## src/rtl/register_file.sv

```systemverilog
// Architectural register file with per-register rename tracking (busy flag + producing ROB tag).
// Optional commit trace counter/print enabled by defining REGFILE_TRACE_EN.
module register_file #(
  parameter int ROB_SIZE_BIT = 4,
  parameter int REG_NUM      = 32
) (
  input  logic                    clk_in,
  input  logic                    rst_in,
  input  logic                    rdy_in,
  input  logic                    clear,
  input  logic [4:0]              rob_set_idx,
  input  logic [31:0]             rob_set_reg_val,
  input  logic [ROB_SIZE_BIT-1:0] rob_set_recorder,
  input  logic [4:0]              rf_set_idx,
  input  logic [ROB_SIZE_BIT-1:0] rf_set_dep,
  input  logic [4:0]              rs1_idx,
  output logic [31:0]             rs1_val,
  output logic                    rs1_busy,
  output logic [ROB_SIZE_BIT-1:0] rs1_dep,
  input  logic [4:0]              rs2_idx,
  output logic [31:0]             rs2_val,
  output logic                    rs2_busy,
  output logic [ROB_SIZE_BIT-1:0] rs2_dep
`ifdef REGFILE_TRACE_EN
  ,
  output logic [31:0]             dbg_write_cnt
`endif
);

  logic [REG_NUM-1:0][31:0]             val_reg, val_next;
  logic [REG_NUM-1:0]                   busy_reg, busy_next;
  logic [REG_NUM-1:0][ROB_SIZE_BIT-1:0] dep_reg, dep_next;

  genvar gi;
  generate
    for (gi = 0; gi < REG_NUM; gi++) begin : g_reg
      if (gi == 0) begin : g_zero
        assign val_next[gi]  = '0;
        assign busy_next[gi] = 1'b0;
        assign dep_next[gi]  = '0;
      end else begin : g_live
        logic commit_hit;
        logic release_hit;
        logic rename_hit;

        assign commit_hit  = (rob_set_idx == 5'(gi));
        // Only the producer that still owns the register may release it.
        assign release_hit = commit_hit && busy_reg[gi] && (dep_reg[gi] == rob_set_recorder);
        assign rename_hit  = (rf_set_idx == 5'(gi));

        assign val_next[gi] = commit_hit ? rob_set_reg_val : val_reg[gi];

        always_comb begin
          busy_next[gi] = busy_reg[gi];
          dep_next[gi]  = dep_reg[gi];
          if (clear) begin
            busy_next[gi] = 1'b0;
            dep_next[gi]  = '0;
          end else if (rename_hit) begin
            busy_next[gi] = 1'b1;
            dep_next[gi]  = rf_set_dep;
          end else if (release_hit) begin
            busy_next[gi] = 1'b0;
            dep_next[gi]  = '0;
          end
        end
      end
    end
  endgenerate

  always_ff @(posedge clk_in or posedge rst_in) begin
    if (rst_in) begin
      val_reg  <= '0;
      busy_reg <= '0;
      dep_reg  <= '0;
    end else if (rdy_in) begin
      val_reg  <= val_next;
      busy_reg <= busy_next;
      dep_reg  <= dep_next;
    end
  end

  // Read ports: a same-cycle owning commit is forwarded; renames are never forwarded.
  logic [1:0][4:0]              rd_idx;
  logic [1:0]                   rd_hit;
  logic [1:0][31:0]             rd_val;
  logic [1:0]                   rd_busy;
  logic [1:0][ROB_SIZE_BIT-1:0] rd_dep;

  assign rd_idx[0] = rs1_idx;
  assign rd_idx[1] = rs2_idx;

  generate
    for (gi = 0; gi < 2; gi++) begin : g_rd
      assign rd_hit[gi]  = rdy_in && (rd_idx[gi] != 5'd0) && (rob_set_idx == rd_idx[gi]) &&
                           busy_reg[rd_idx[gi]] && (dep_reg[rd_idx[gi]] == rob_set_recorder);
      assign rd_val[gi]  = rd_hit[gi] ? rob_set_reg_val : val_reg[rd_idx[gi]];
      assign rd_busy[gi] = rd_hit[gi] ? 1'b0 : busy_reg[rd_idx[gi]];
      assign rd_dep[gi]  = rd_hit[gi] ? '0 : dep_reg[rd_idx[gi]];
    end
  endgenerate

  assign rs1_val  = rd_val[0];
  assign rs1_busy = rd_busy[0];
  assign rs1_dep  = rd_dep[0];
  assign rs2_val  = rd_val[1];
  assign rs2_busy = rd_busy[1];
  assign rs2_dep  = rd_dep[1];

`ifdef REGFILE_TRACE_EN
  always_ff @(posedge clk_in or posedge rst_in) begin
    if (rst_in) begin
      dbg_write_cnt <= '0;
    end else if (rdy_in && rob_set_idx != 5'd0) begin
      dbg_write_cnt <= dbg_write_cnt + 32'd1;
      $display("reg[%0d] = %h", rob_set_idx, rob_set_reg_val);
    end
  end
`endif

endmodule
```

## config.mk

```make
export PLATFORM = sky130hd
export DESIGN_NAME = register_file
export DESIGN_NICKNAME = d
export VERILOG_FILES = /design/src/rtl/register_file.sv
export SDC_FILE = /design/constraint.sdc
export NUM_CORES = 2
export LEC_CHECK = 0
export CELL_PAD_IN_SITES_DETAIL_PLACEMENT = 0
export CELL_PAD_IN_SITES_GLOBAL_PLACEMENT = 1
export CORE_MARGIN = 10
export CORE_UTILIZATION = 54
export DETAILED_ROUTE_END_ITERATION = 10
export MAX_ROUTING_LAYER = met4
export PLACE_DENSITY_LB_ADDON = 0.1
export SETUP_SLACK_MARGIN = 0.05
export SYNTH_ARGS = -nofsm -noshare
export SYNTH_HDL_FRONTEND = slang
export SYNTH_SLANG_ARGS = --single-unit
```

## constraint.sdc

```tcl
create_clock -name clk_in -period 49.9 [get_ports clk_in]
set_clock_uncertainty 0.15 [all_clocks]
set_input_delay 4.99 -clock clk_in [delete_from_list [all_inputs] [get_ports clk_in]]
set_output_delay 4.99 -clock clk_in [all_outputs]
set_load 0.02 [all_outputs]
```

### After elaboration in Yosys (flattened, before gate mapping)

Cells that the tools add are included.

* register bits after elaboration: 1147
* input port bits: 64
* logic and storage cells: 561

* magnitude comparators: 2
* equality and inequality tests: 97
* multiplexer cells: 204
* reduce and logical (&&, ||, !) cells: 165

Operators by type and width (number)
* two-way mux 4 bit: 97
* binary-select mux 32 bit (select 5 bit): 2
* == test 5 bit, second input constant: 32
* == test 4 bit: 33
* two-way mux 32 bit: 4
* AND reduction 2 bit: 62
* two-way mux 1 bit: 97
* nonzero test 3 bit: 31
* == test 5 x 4 -> 1 bit, second input constant: 16
* logical AND 1 bit: 70
* binary-select mux 4 bit (select 5 bit): 2
* == test 5 x 3 -> 1 bit, second input constant: 8
* == test 5 x 2 -> 1 bit, second input constant: 4
* < comparator 5 x 6 -> 1 bit, second input constant: 2
* binary-select mux 1 bit (select 5 bit): 2
* == test 5 x 1 -> 1 bit, second input constant: 2
* == test 5 bit: 2
* nonzero test 5 bit: 2

### Logic depth before layout (Yosys ltp)

* depth after elaboration: 6
* depth in mapped cells: 12
* depth with buffers taken out: 7

### Least setup slack after synthesis

No wires, ideal clock.

* path type: input to output
* start point: input rs1_idx[0]
* end point: output rs1_val[27]
* arrival: 7913 ps
* setup slack: 36847 ps
* stages on the path: 9
* buffers on the path: 5
* cell sequence: buf_6 > buf_6 > buf_2 > clkbuf_1 > buf_1 > mux4_2 > mux4_2 > mux2_2 > mux2_1

* cells in the longest elaborated chain, start to end: 6

RTL lines
* from (decl): line 16 `input logic [4:0] rs1_idx,`
* parallel branches: the longest is 5 deep, another holds binary-select mux 4 bit (select 5 bit)
* two-way mux 32 bit (*): line 97 `assign rd_val[gi] = rd_hit[gi] ? rob_set_reg_val : val_reg[rd_idx[gi]];`
* to (decl): line 17 `output logic [31:0] rs1_val,`

Every way passes the cells marked *. The select of a mux whose other input is x is not followed.

### Final worst setup path

* start point: input rs1_idx[0]
* end point: output rs1_val[8]

The elaborated chain is that of the path after synthesis.

==> impl_metrics.ini <==
[status]
status = complete, no violations

[placement]
portBuffers = 137
gpl.final_weighted_congestion = 0.9116
dp_hpwl_um = 104500

[timing]
worst_pin_slew_ns = 1.380
fin_crit_sh = 0.3066
finalSetupViolCount = 0
max_freq_ghz = 0.06535
drv_slew = 0
slew_headroom = 0.07755
finalHoldViolations = 0
setup-tns-final_ns = 0
rsz0062_at_grt = no
finalCriticalPeriod_ns = 15.30

[final_layout]
area_growth_pct = 10.86
fin_nets = 4203
drive_above_1_share = 0.5038
fin_util = 0.6016
largest_reg_flops = 992

[clocking]
cts.path.max_buffers = 3
clock_sinks = 1147
cts-root-buf = clkbuf_16
postCtsSetupBuffers = 0
h-tree-depth = 4
cts_buffers = 133
ctsHoldBuffers = 0
cts_resized = 0
clk_latency_ns = 0.74
tritoncts = done
clk_pin_slew_worst_paths_ns = 0.05

[routing]
drc_errors = 0
ant_nets = 0
first_pass_iters = 6
wire_per_inst_um = 33.60
wl_um = 194300
viasPerCell = 6.991
drt_iter0_drc = 4139
num_vias = 40420

[critical_path]
worstSetupEndpointType = output port
cp-start-kind = primary input
path_cells = buf_8 > buf_12 > buf_4 > mux4_2 > o21ai_0 > nor2_1 > nor4b_1 > o2111ai_1 > nor4_4 > buf_4 > mux2_2 > clkdlybuf4s50_1
path_class = primary input to output port
crit_top_cell = buf_4
worstPathRequired_ns = 44.76
cp.arrival_ns = 10.16
worstPathMaxFanout = 94
slowest_delay_ns = 0.85
crit_slowest_cell = buf_4

[synth]
postSynth.asyncResetShare = 1.000
syn-cell-area_um2 = 63910
ys_types = 66
yosys_most_used_dff = dfrtp_1
synth_area_leader_cell = dfrtp_1
avgSynthCellArea_um2 = 15.13
synth-edff-count = 0
yosysWarningCount = 0
synth_cells = 4224
syn_nets = 4288
synth.area.top_cells = dfrtp_1 (45%), mux4_2 (22%), mux2_2 (20%)
netlist.area_leader.share = 0.4491
yosysSeqAreaShare = 0.4491
ys_ff_latch = 1147

[power]
switching_share = 0.2645
leakagePower_nw = 30.46
pwr-share-comb = 0.213
p_sw_uw = 736.2
seqPwrFrac = 0.432
internal-power_mw = 2.047
peakVddDrop_mv = 0.03515
p_clk_frac = 0.355
power.density_nw_per_um2 = 39.28

[die]
die_width_um = 364.0
io_pins = 138
rows = 126
start_util = 0.5426
chipHeight_um = 364.0
coreArea_um2 = 117800
dieArea_um2 = 132500

[global_routing]
overflow = 0
grt_pass1_wl_um = 288700
grt_max_degree = 156
grt_pass1_vias = 41580
grt.total_usage = 0.3049
grt_antenna_before_repair = 6

[worst_hold_path]
holdCritPathClass = flip-flop to flip-flop

[run]
max-cap-violations = 0
-- worst max-delay path, delay by kind of cell --
kind | cells | cell delay, ns
AND/OR/NAND/NOR | 3 | 0.74
buffers and inverters | 5 | 2.88
AO/OA/AOI/OAI | 2 | 0.43
multiplexers | 2 | 0.98
-- cells by family (layout without fill, tap and decap cells) --
family                 count (synthesis)  count (layout)  share of synthesized area
XOR/XNOR                             137             137                    0.01878
AND/OR/NAND/NOR                      321             321                    0.02483
AO/OA/AOI/OAI                        314             314                    0.03820
flip-flops                          1147            1147                     0.4491
other                                  0               7                          0
buffers and inverters                449             463                    0.02813
multiplexers                        1856            1856                     0.4409
-- cells in the mapped netlist (3+ instances only) --
cell / n
nor3_1: 6
nor3b_1: 3
nor2b_1: 23
nand4_1: 24
nor4_1: 20
and3_1: 5
mux4_1: 17
a21oi_1: 13
dfrtp_1: 1147
xor2_1: 75
o21ai_0: 44
mux4_2: 629
mux2_2: 1159
buf_2: 26
nand2_1: 102
a22o_1: 157
o21a_1: 4
clkbuf_1: 299
or4_1: 4
mux2i_1: 49
a21o_1: 31
and2_1: 5
a221oi_1: 7
inv_1: 6
a41oi_1: 5
o32ai_1: 4
nand3_1: 30
nand3b_1: 4
nor4b_1: 6
a21boi_0: 3
buf_1: 106
nor2_1: 74
o31ai_1: 7
a31oi_1: 18
xnor2_1: 62
buf_6: 6
nand2b_1: 6
-- layer usage --
layer	share of wire	wire length, µm	up-vias	GRT usage
met5	0	0	-	-
met3	0.068	13290	414	0.05354
li1	-	-	16350	-
met1	0.41	80010	22070	0.4044
met4	0.035	6896	0	0.1059
met2	0.48	94050	1584	0.4765
-- metrics by stage --
stage                     power, mW  std cells  instance area, µm²  hold slack, ns  worst slack, ns
final                         2.783       5781               70850          0.3690            34.60
after detailed placement      1.809       5540               66400          0.3591            34.37
after CTS                     2.798       5774               70830          0.3715            34.47
after global routing          2.899       5779               70840          0.3823            34.16
after floorplan               1.642       4224               63910          0.3225            12.46
after global placement        1.789       5540               66400          0.3486            34.53
-- layout make-up --
class / instances / area (µm²)
inverters: 8 / 48.80
clock buffers: 203 / 4100
well taps: 1536 / 1922
fillers: 9135 / 46920
repair buffers: 221 / 2059
diodes: 7 / 17.52
clock inverters: 31 / 332.8
flip-flops and latches: 1147 / 28700
multi-input cells: 2628 / 33660
-- path summary, 6_finish.rpt --
check / startpoint / to / slack (ns) / depth (start not counted)
setup / recovery: rs1_idx[0] / rs1_val[8] / 34.60 / 12
hold / removal: val_reg[710] / val_reg[710] / 0.37 / 1
setup reg to reg: dep_reg[56] / dep_reg[58] / 47.76 / 5
hold reg to reg: val_reg[710] / val_reg[710] / 0.37 / 1
max in group asynchronous: rst_in / val_reg[677] / 40.42 / 7
min in group asynchronous: rst_in / val_reg[856] / 4.70 / 2
-- power by group through the flow --
stage | registers, mW | clock network [mW] | logic (mW)
final | 1.20 | 0.988 | 0.592
after global placement | 1.21 | 0 | 0.583
after global routing | 1.22 | 1.04 | 0.631
after floorplan | 1.18 | 0 | 0.459
after detailed placement | 1.22 | 0 | 0.593
after CTS | 1.20 | 1.00 | 0.595
-- layout by cell type (no fill, tap or decap), types with 64 or more instances in the layout --
| cell type | synthesis | layout |
|---|---|---|
| nand2_1 | 102 | 89 |
| clkbuf_16 | 0 | 140 |
| xor2_1 | 75 | 75 |
| dfrtp_1 | 1147 | 1147 |
| nor2_1 | 74 | 64 |
| a22o_1 | 157 | 157 |
| mux2_2 | 1159 | 1159 |
| mux4_2 | 629 | 629 |
| clkdlybuf4s50_1 | 0 | 125 |
| buf_4 | 2 | 80 |
No activity file was read; power rests on OpenSTA's default activity.
